--- config.mk ---
export PLATFORM = sky130hd
export DESIGN_NAME = cnt_seq_ctrl
export DESIGN_NICKNAME = d
export VERILOG_FILES = /design/src/rtl/cnt_seq_pkg.sv /design/src/rtl/cnt_tick_gen.sv /design/src/rtl/cnt_seq_ctrl.sv
export SDC_FILE = /design/constraint.sdc
export NUM_CORES = 1
export LEC_CHECK = 0
export ABC_AREA = 0
export CAP_MARGIN = 20
export CORE_ASPECT_RATIO = 0.9
export CORE_UTILIZATION = 40
export CTS_BUF_LIST = sky130_fd_sc_hd__clkbuf_8 sky130_fd_sc_hd__clkbuf_16
export DETAILED_ROUTE_END_ITERATION = 16
export HOLD_SLACK_MARGIN = 0.02
export RECOVER_POWER = 25
export SYNTH_ARGS = -nofsm -noshare
export SYNTH_HDL_FRONTEND = slang
export SYNTH_SLANG_ARGS = --single-unit
--- constraint.sdc ---
create_clock -name clk -period 4 [get_ports clk]
set_input_delay 0.8 -clock clk [delete_from_list [all_inputs] [get_ports clk]]
set_output_delay 0.8 -clock clk [all_outputs]
set_load 0.01 [all_outputs]
--- src/rtl/cnt_seq_pkg.sv ---
// rtl/cnt_seq_pkg.sv - shared types, constants and step function for the counter sequencer
//
// Contents:
//   state_t    : sequencer states IDLE/RUN/PAUSE/DONE (2-bit encoding)
//   BCD_MAX    : terminal value when the BCD option is built in
//   step_t     : next count value plus wrap flag
//   next_count : one up/down step of a counter bounded by max
package cnt_seq_pkg;

   typedef enum logic [1:0] {
      IDLE  = 2'd0,
      RUN   = 2'd1,
      PAUSE = 2'd2,
      DONE  = 2'd3
   } state_t;

   localparam int unsigned BCD_MAX = 9;

   typedef struct packed {
      logic        wrap;
      logic [31:0] val;
   } step_t;

   // Values above max (not reachable in normal use) are treated as terminal
   // so an up step always lands back in range.
   function automatic step_t next_count(input logic [31:0] cur,
                                        input logic        up,
                                        input logic [31:0] max);
      step_t r;
      if (up) begin
         if (cur >= max) begin
            r.val  = '0;
            r.wrap = 1'b1;
         end else begin
            r.val  = cur + 32'd1;
            r.wrap = 1'b0;
         end
      end else begin
         if (cur == '0) begin
            r.val  = max;
            r.wrap = 1'b1;
         end else begin
            r.val  = cur - 32'd1;
            r.wrap = 1'b0;
         end
      end
      return r;
   endfunction

endpackage

--- src/rtl/cnt_tick_gen.sv ---
// rtl/cnt_tick_gen.sv - prescaler producing the count-step request
//
// Ports:
//   clk      : system clock
//   rst      : asynchronous active-low reset
//   en       : advance the prescaler this cycle; value is held while low
//   clr      : force the prescaler to zero (wins over en)
//   step_due : prescaler sits at TICK_DIV-1, so an enabled edge is a step edge
module cnt_tick_gen #(
   parameter int TICK_DIV = 62500000
) (
   input  logic clk,
   input  logic rst,
   input  logic en,
   input  logic clr,
   output logic step_due
);

   localparam int DW = $clog2(TICK_DIV);
   localparam logic [DW-1:0] LAST = DW'(TICK_DIV - 1);

   logic [DW-1:0] div_cnt;

   assign step_due = (div_cnt == LAST);

   always_ff @(posedge clk or negedge rst) begin
      if (!rst) begin
         div_cnt <= '0;
      end else if (clr) begin
         div_cnt <= '0;
      end else if (en) begin
         div_cnt <= step_due ? '0 : div_cnt + 1'b1;
      end
   end

endmodule

--- src/rtl/cnt_seq_ctrl.sv ---
// rtl/cnt_seq_ctrl.sv - run/pause/load sequencer around a prescaled up/down counter
//
// Optional build macro CNT_SEQ_BCD_EN: count modulo 10 in the low nibble,
// upper bits held at 0, loads clamped to 9.
//
// Ports:
//   clk      : system clock
//   rst      : asynchronous active-low reset
//   start    : begin/resume counting (level)
//   stop     : pause from RUN, abort from PAUSE (level)
//   load     : parallel load strobe, highest priority
//   load_val : value written on load
//   dir_up   : 1 = up, 0 = down, sampled at each step
//   one_shot : 1 = stop in DONE at terminal count, 0 = wrap and continue
//   cnt      : current count
//   tick     : one-cycle pulse after each step
//   tc       : one-cycle pulse after a wrapping step
//   busy     : state is RUN
//   done     : state is DONE
module cnt_seq_ctrl
   import cnt_seq_pkg::*;
#(
   parameter int TICK_DIV = 62500000,
   parameter int CNT_W    = 4
) (
   input  logic             clk,
   input  logic             rst,
   input  logic             start,
   input  logic             stop,
   input  logic             load,
   input  logic [CNT_W-1:0] load_val,
   input  logic             dir_up,
   input  logic             one_shot,
   output logic [CNT_W-1:0] cnt,
   output logic             tick,
   output logic             tc,
   output logic             busy,
   output logic             done
);

`ifdef CNT_SEQ_BCD_EN
   localparam logic [31:0] CNT_MAX = 32'(BCD_MAX);
`else
   localparam logic [31:0] CNT_MAX = 32'((64'd1 << CNT_W) - 64'd1);
`endif

   state_t           state;
   logic             step_due;
   logic             tg_en;
   logic             tg_clr;
   step_t            nxt;
   logic [CNT_W-1:0] load_cnt;
   logic             unused_nxt;

   // Prescaler only runs in RUN when neither load nor stop overrides the
   // edge; stop therefore leaves a due step pending for the resume edge.
   assign tg_en  = (state == RUN) && !stop && !load;
   assign tg_clr = load || (start && !stop && ((state == IDLE) || (state == DONE)));

   cnt_tick_gen #(
      .TICK_DIV (TICK_DIV)
   ) u_tick_gen (
      .clk      (clk),
      .rst      (rst),
      .en       (tg_en),
      .clr      (tg_clr),
      .step_due (step_due)
   );

   assign nxt        = next_count(32'(cnt), dir_up, CNT_MAX);
   assign unused_nxt = ^nxt.val;

`ifdef CNT_SEQ_BCD_EN
   logic unused_load_hi;
   assign unused_load_hi = ^load_val;
   always_comb begin
      load_cnt      = '0;
      load_cnt[3:0] = (load_val[3:0] > 4'd9) ? 4'd9 : load_val[3:0];
   end
`else
   assign load_cnt = load_val;
`endif

   always_ff @(posedge clk or negedge rst) begin
      if (!rst) begin
         state <= IDLE;
         cnt   <= '0;
         tick  <= 1'b0;
         tc    <= 1'b0;
         busy  <= 1'b0;
         done  <= 1'b0;
      end else begin
         tick <= 1'b0;
         tc   <= 1'b0;
         if (load) begin
            cnt <= load_cnt;
            if (state == DONE) begin
               state <= IDLE;
               done  <= 1'b0;
            end
         end else begin
            case (state)
               IDLE: begin
                  if (start && !stop) begin
                     state <= RUN;
                     busy  <= 1'b1;
                  end
               end
               RUN: begin
                  if (stop) begin
                     state <= PAUSE;
                     busy  <= 1'b0;
                  end else if (step_due) begin
                     cnt  <= nxt.val[CNT_W-1:0];
                     tick <= 1'b1;
                     tc   <= nxt.wrap;
                     if (nxt.wrap && one_shot) begin
                        state <= DONE;
                        busy  <= 1'b0;
                        done  <= 1'b1;
                     end
                  end
               end
               PAUSE: begin
                  if (stop) begin
                     state <= IDLE;
                  end else if (start) begin
                     state <= RUN;
                     busy  <= 1'b1;
                  end
               end
               DONE: begin
                  if (start && !stop) begin
                     state <= RUN;
                     busy  <= 1'b1;
                     done  <= 1'b0;
                  end
               end
               default: state <= IDLE;
            endcase
         end
      end
   end

endmodule

==> impl_metrics.ini, run 1 <==
[cells_and_area]
area_growth_pct = 14.3
final_nets = 282
seq_area_sq_um = 901
n_antenna_cell = 0
multi_input_area_sq_um = 1290
nFillCells = 509
final_util_pct = 48.2
drive_above_1_share_pct = 8.30

[power]
leakage_nw = 1.09
p_seq_share_pct = 48.2
p_int_mw = 0.580
ir_drop_mv = 0.195
p_per_area_nw_per_um2 = 319
switching_power_mw = 0.242
switching_share_pct = 29.4
pwr-share-comb_pct = 19.6
pwr-share-clk_pct = 32.2

[placed_design]
portBuffers = 18
dp_hpwl_microns = 3720
globalplace.congestion = 0.818

[critical_path]
r2r_end = u_tick_gen.div_cnt[15]$_DFFE_PN0P_
worstPathRequired_ns = 4.15
r2r_cells = 6
slowest_stage = clkdlybuf4s50_1
cp.buffers_inverters = 2
path_cells = clkdlybuf4s50_1 -> clkinv_1 -> a311oi_2 -> nand4_1 -> xor2_1 -> nor2_1
path_class = input pin to flip-flop
reg2reg_slack_ns = 1.71
worstSetupEndpointType = flip-flop
cp.arrival_ns = 2.83
cp_top_family = buffers and inverters
r2r_start = u_tick_gen.div_cnt[0]$_DFFE_PN0P_
critPathMaxFanout = 11
worstSetupStartpointType = input pin
critPathMaxStageDelay_ns = 0.70

[clock_network]
h-tree-depth = 2
postCtsSetupBuffers = 0
cts_made_buffers = 5
worstSkewPairLatency_ns = 0.29
cts-resized-gates = 0
cts-root-buf = clkbuf_8
cts_tree = done
clkTransAtPathRegs_ns = 0.07
cts_sinks = 36
hold_buffers = 0
clock_tree.buffer_depth = 2

[floorplan]
die_y_microns = 73.2
rows = 25
io_pins = 19
coreArea_sq_um = 5350
die_area_sq_um = 5940
initial_utilization_pct = 42.2
dieWidth_microns = 81.1

[global_route]
gr-total-overflow = 0
track_usage_pct = 20.0
grt_antenna_before_repair = 0
grt_pass1_wl_microns = 8980
grt_max_degree = 37
grt_pass1_vias = 1774

[min_path]
hp-class = flip-flop to flip-flop
holdPathStages = 1
hold_start = u_tick_gen.div_cnt[23]$_DFFE_PN0P_
holdPathEnd = u_tick_gen.div_cnt[23]$_DFFE_PN0P_

[logic_synthesis]
syn-num-nets = 262
synth-seq-area-share_pct = 40.0
synthSimpleGateAreaFrac_pct = 30.2
synth_compound_area_share_pct = 14.7
avgSynthCellArea_sq_um = 9.24
synthTopCellsByArea = dfrtp_1 40%, nand2_1 5.3%, ha_1 3.9%
synth_largest_area_cell = dfrtp_1
synth-main-ff-cell = dfrtp_1
synthMuxAreaShare_pct = 2.39
synth.cell_area_sq_um = 2250
synth_top_area_share_pct = 40.0
synthCells = 244
synth_fa_ha_area_share_pct = 3.88
yosys_warnings = 0
synth_edf_count = 0
synth-xor-area-share_pct = 6.22
synth_top_family_by_area = simple AND/OR/NAND/NOR gates
netlist-cell-type-count = 52
synth_seq_cells = 36
synthArstFlopShare_pct = 100

[timing]
relSlewSlack_pct = -28.2
hold_viol_final = 0
timing.fmax_ghz = 0.372
skew_ns = 0.00660
setup_viol = 0
period_needed_ns = 2.69
fin_setup_tns_ns = 0
rsz0062_at_grt = false
slew_viol_final = 37
fin_crit_sh_pct = 67.1
tightest_slew_ns = 1.92

[routing]
ant_nets = 0
drt-pass1-iter-count = 4
wl_per_cell_microns = 15.6
drtIter0Drc = 152
num_vias = 1876
drt_wl_total_microns = 5180
drc = 0
viasPerCell = 5.65

[status]
status = complete, but fails checks
violations = max-capacitance violations, max-slew violations

[run]
drv_cap = 1
==> worst max-delay path by stage <==
stage	start	to	slack [ns]	cells after the start
3_5_place_dp	load	u_tick_gen.div_cnt[25]$_DFFE_PN0P_	0.99	6
5_1_grt	load	u_tick_gen.div_cnt[25]$_DFFE_PN0P_	1.09	6
3_3_place_gp	load	u_tick_gen.div_cnt[6]$_DFFE_PN0P_	1.07	6
2_1_floorplan	dir_up	done$_DFFE_PN0P_	1.97	5
6_report	load	u_tick_gen.div_cnt[25]$_DFFE_PN0P_	1.31	6
4_1_cts	load	u_tick_gen.div_cnt[25]$_DFFE_PN0P_	1.31	6
==> synth_stat cells (all sizes together), types with 2 or more instances <==
cell     n
a22o     2
inv      8
o21a     2
and3     5
nor3b    2
nor2    23
nor4     7
or3b     2
and4     3
or3      2
o21bai   2
ha       7
a21boi   2
nand3   12
clkbuf   3
or2      3
nand4   12
a31oi    8
o31ai    3
buf      2
o21ai    7
xnor2    6
a21oi   10
mux2i    2
dfrtp   36
nand3b   2
o31a     2
nor3     9
nor2b    3
xor2    10
nand2   32
==> cells by family (layout without fill, tap and decap cells) <==
kind of cell / Yosys count / in the layout
xor gates and xnor gates: 16 / 16
muxes: 4 / 4
adders and majority gates: 7 / 7
DFF: 36 / 36
AOI/OAI and AO/OA: 47 / 47
buffers and inverters: 14 / 35
and+or+nand+nor: 120 / 120
==> cell type report <==
type                    count  share of cell area, %
well taps                  67                   3.25
flip-flops and latches     36                   35.0
inverters                   9                   1.31
repair buffers             18                   6.75
multi-input cells         194                   50.2
clock buffers               6                   3.21
clock inverters             2                  0.291
==> cells in the final DEF, fill, tap and decap left out, types with 4 or more instances in the layout <==
master | netlist | layout
a21oi_1 | 8 | 8
xor2_1 | 10 | 10
dfrtp_1 | 36 | 36
nor2_1 | 23 | 23
o21ai_0 | 7 | 7
nor4_1 | 4 | 4
nand3_1 | 12 | 12
clkbuf_8 | 0 | 6
inv_1 | 8 | 10
nand4_1 | 10 | 10
and3_1 | 5 | 5
nand2_1 | 32 | 32
a31oi_1 | 8 | 8
clkdlybuf4s50_1 | 0 | 17
xnor2_1 | 6 | 6
ha_1 | 7 | 7
nor3_1 | 9 | 9
==> worst register-to-register path: stages (launching register included) <==
cell and delay, ns:
dfrtp_1 0.40, ha_1 0.25, nand4_4 0.21, nor4_4 0.45
nand4_1 0.23, nand2_1 0.48, o31ai_1 0.14
==> power groups by stage <==
stage / registers, mW / logic [mW] / clock network (mW)
finish: 0.396 / 0.161 / 0.265
floorplan: 0.403 / 0.101 / 0
global placement: 0.403 / 0.162 / 0
detailed placement: 0.403 / 0.162 / 0
CTS: 0.396 / 0.163 / 0.270
global route: 0.398 / 0.181 / 0.287
==> metal layers <==
layer	vias up	part of all wire (%)	GRT usage (%)
met1	892	53	31.9
li1	939	-	-
met3	5	4.5	4.13
met5	-	0	0
met4	0	0.73	4.17
met2	40	42	27.1
==> flip-flops by register name, summed over array words and instances (netlist names) <==
name and cells:
busy 1, cnt 4, done 1, state 2
tc 1, tick 1, u_tick_gen.div_cnt 26
==> stage by stage <==
| stage | worst slack [ns] | power, mW | hold slack (ns) | cells | cell area, sq um |
|---|---|---|---|---|---|
| after detailed placement | 0.994 | 0.565 | 0.508 | 324 | 2490 |
| after CTS | 1.31 | 0.829 | 0.519 | 332 | 2580 |
| final | 1.31 | 0.822 | 0.523 | 332 | 2580 |
| after floorplan | 1.97 | 0.504 | 0.464 | 244 | 2250 |
| after global placement | 1.07 | 0.565 | 0.498 | 324 | 2490 |
| after global routing | 1.09 | 0.866 | 0.561 | 332 | 2580 |
(Power assumes the default switching activity.)
==> run 2, diff against run 1 <==
==> constraint.sdc (replaced) <==
create_clock -name clk -period 2.8 [get_ports clk]
set_input_delay 0.56 -clock clk [delete_from_list [all_inputs] [get_ports clk]]
set_output_delay 0.56 -clock clk [all_outputs]
set_load 0.01 [all_outputs]
==> run 2 against run 1 <==
  * The run still ends with max-capacitance violations, max-slew violations left
  * Sequential cell count did not move
  * Setup slack worse by 0.79 ns
  * Die area is the same
  * Critical path type is now flip-flop to flip-flop
==> impl_metrics.ini, run 2 (same netlist as run 1, synthesis figures left out) <==
[power]
ir_drop_mv = 0.255
p_total_mw = 1.21
leakage_nw = 1.11
p_per_area_nw_per_um2 = 460

[timing]
timing.fmax_ghz = 0.439
fin_crit_sh_pct = 81.3
tightest_slew_ns = 1.98
slew_viol_final = 37
hold_viol_final = 0
fin_setup_tns_ns = 0
setup_viol = 0
fin_ws_ns = 0.524
hold_ws_ns = 0.507
period_needed_ns = 2.28
skew_ns = 0.00369
rsz0062_at_grt = false
relSlewSlack_pct = -32.1

[placed_design]
dpl_cell_area_sq_um = 2520
dp.cells = 329
place_ws_ns = 0.314
dp_hpwl_microns = 3690
globalplace.congestion = 0.812
portBuffers = 18

[cells_and_area]
stdcell_count = 336
seq_area_sq_um = 901
postLayoutCellArea_sq_um = 2620
final_util_pct = 49.0
area_growth_pct = 16.2
final_nets = 287
largest_register_ffs = 26
multi_input_area_sq_um = 1290
largest_register = u_tick_gen.div_cnt
drive_above_1_share_pct = 10.4
n_antenna_cell = 0
mostFrequentLayoutCell = dfrtp_1
reg_top3 = u_tick_gen.div_cnt (26), cnt (4), state (2)
final_cell_mix = 36 x dfrtp_1, 32 x nand2_1, 23 x nor2_1
nFillCells = 525

[clock_network]
cts-root-buf = clkbuf_8
cts_tree = done
clock_tree.buffer_depth = 2
h-tree-depth = 2
hold_buffers = 0
cts-resized-gates = 0
worstSkewPairLatency_ns = 0.29
cts_sinks = 36
cts_made_buffers = 5
clkTransAtPathRegs_ns = 0.07
postCtsSetupBuffers = 0

[status]
violations = max-capacitance violations, max-slew violations
status = complete, but fails checks

[critical_path]
crit_path_start = u_tick_gen.div_cnt[0]$_DFFE_PN0P_
crit_path_end = u_tick_gen.div_cnt[14]$_DFFE_PN0P_
slowest_stage = nor4_4
worstPathRequired_ns = 2.98
path_class = flip-flop to flip-flop
cp_top_family = simple AND/OR/NAND/NOR gates
reg2reg_slack_ns = 0.52
cp.buffers_inverters = 1
r2r_start = u_tick_gen.div_cnt[0]$_DFFE_PN0P_
worstSetupEndpointType = flip-flop
r2r_cells = 7
r2r_end = u_tick_gen.div_cnt[14]$_DFFE_PN0P_
cp.arrival_ns = 2.46
worstSetupStartpointType = flip-flop
crit_cells = 7
critPathMaxFanout = 9
path_cells = ha_1 -> nand4_4 -> nor4_4 -> nand4_1 -> nand2_1 -> buf_4 -> nor2_1
critPathMaxStageDelay_ns = 0.45

[global_route]
grt_antenna_before_repair = 0
grt_max_degree = 37
track_usage_pct = 19.5
gr-total-overflow = 0
grt_pass1_vias = 1748
grt_pass1_wl_microns = 8710

[routing]
num_vias = 1953
wl_per_cell_microns = 15.5
drc = 0
viasPerCell = 5.81
drtIter0Drc = 125
drt-pass1-iter-count = 4
drt_wl_total_microns = 5220
ant_nets = 0

[floorplan]
rows = 25
dieWidth_microns = 81.1
coreArea_sq_um = 5350
die_area_sq_um = 5940
io_pins = 19
initial_utilization_pct = 42.2
die_y_microns = 73.2

[min_path]
hp-class = flip-flop to flip-flop
holdPathStages = 1
hold_start = u_tick_gen.div_cnt[21]$_DFFE_PN0P_

[run]
drv_cap = 1
-- run 2: changes by cell type in the layout (fill, tap and decap cells not counted) --
cell | before | now
buf_4 | 0 | 5
clkbuf_8 | 6 | 7
inv_1 | 10 | 8
-- run 2: worst min-delay path by stage --
stage / end / slack (ns)
global route: u_tick_gen.div_cnt[21]$_DFFE_PN0P_ / 0.53
detailed placement: u_tick_gen.div_cnt[21]$_DFFE_PN0P_ / 0.50
global placement: u_tick_gen.div_cnt[21]$_DFFE_PN0P_ / 0.49
finish: u_tick_gen.div_cnt[21]$_DFFE_PN0P_ / 0.51
floorplan: busy$_DFFE_PN0P_ / 0.26
CTS: u_tick_gen.div_cnt[7]$_DFFE_PN0P_ / 0.40
-- run 2: per-layer routing --
layer  vias up  global-route usage, %  share of wire [%]
met2        50                   27.9                 43
met3         5                   4.25                5.3
met4         0                   5.95                1.2
li1        949                      -                  -
met1       949                   29.1                 50
met5         -                      0                  0
-- run 2: area by class of cell --
class	instances	area share, %
Inverter	9	1.29
Clock buffer	7	3.68
Timing Repair Buffer	23	8.07
Sequential cell	36	34.4
Multi-Input combinational cell	194	49.4
Tap cell	67	3.20
-- run 2: power by group --
group          total [mW]  leakage, nW  switching [mW]  internal, mW
combinational       0.238        0.573           0.136         0.102
sequential          0.565        0.485          0.0246         0.541
clock               0.403       0.0503           0.184         0.219
total                1.21         1.11           0.345         0.862
-- run 2: worst reg2reg max path, stage by stage, from the launching register on --
cell and delay (ns):
dfrtp_1 0.39, ha_1 0.25, nand4_4 0.21, nor4_4 0.45, nand4_1 0.22, nand2_1 0.35
buf_4 0.23, nor2_1 0.06
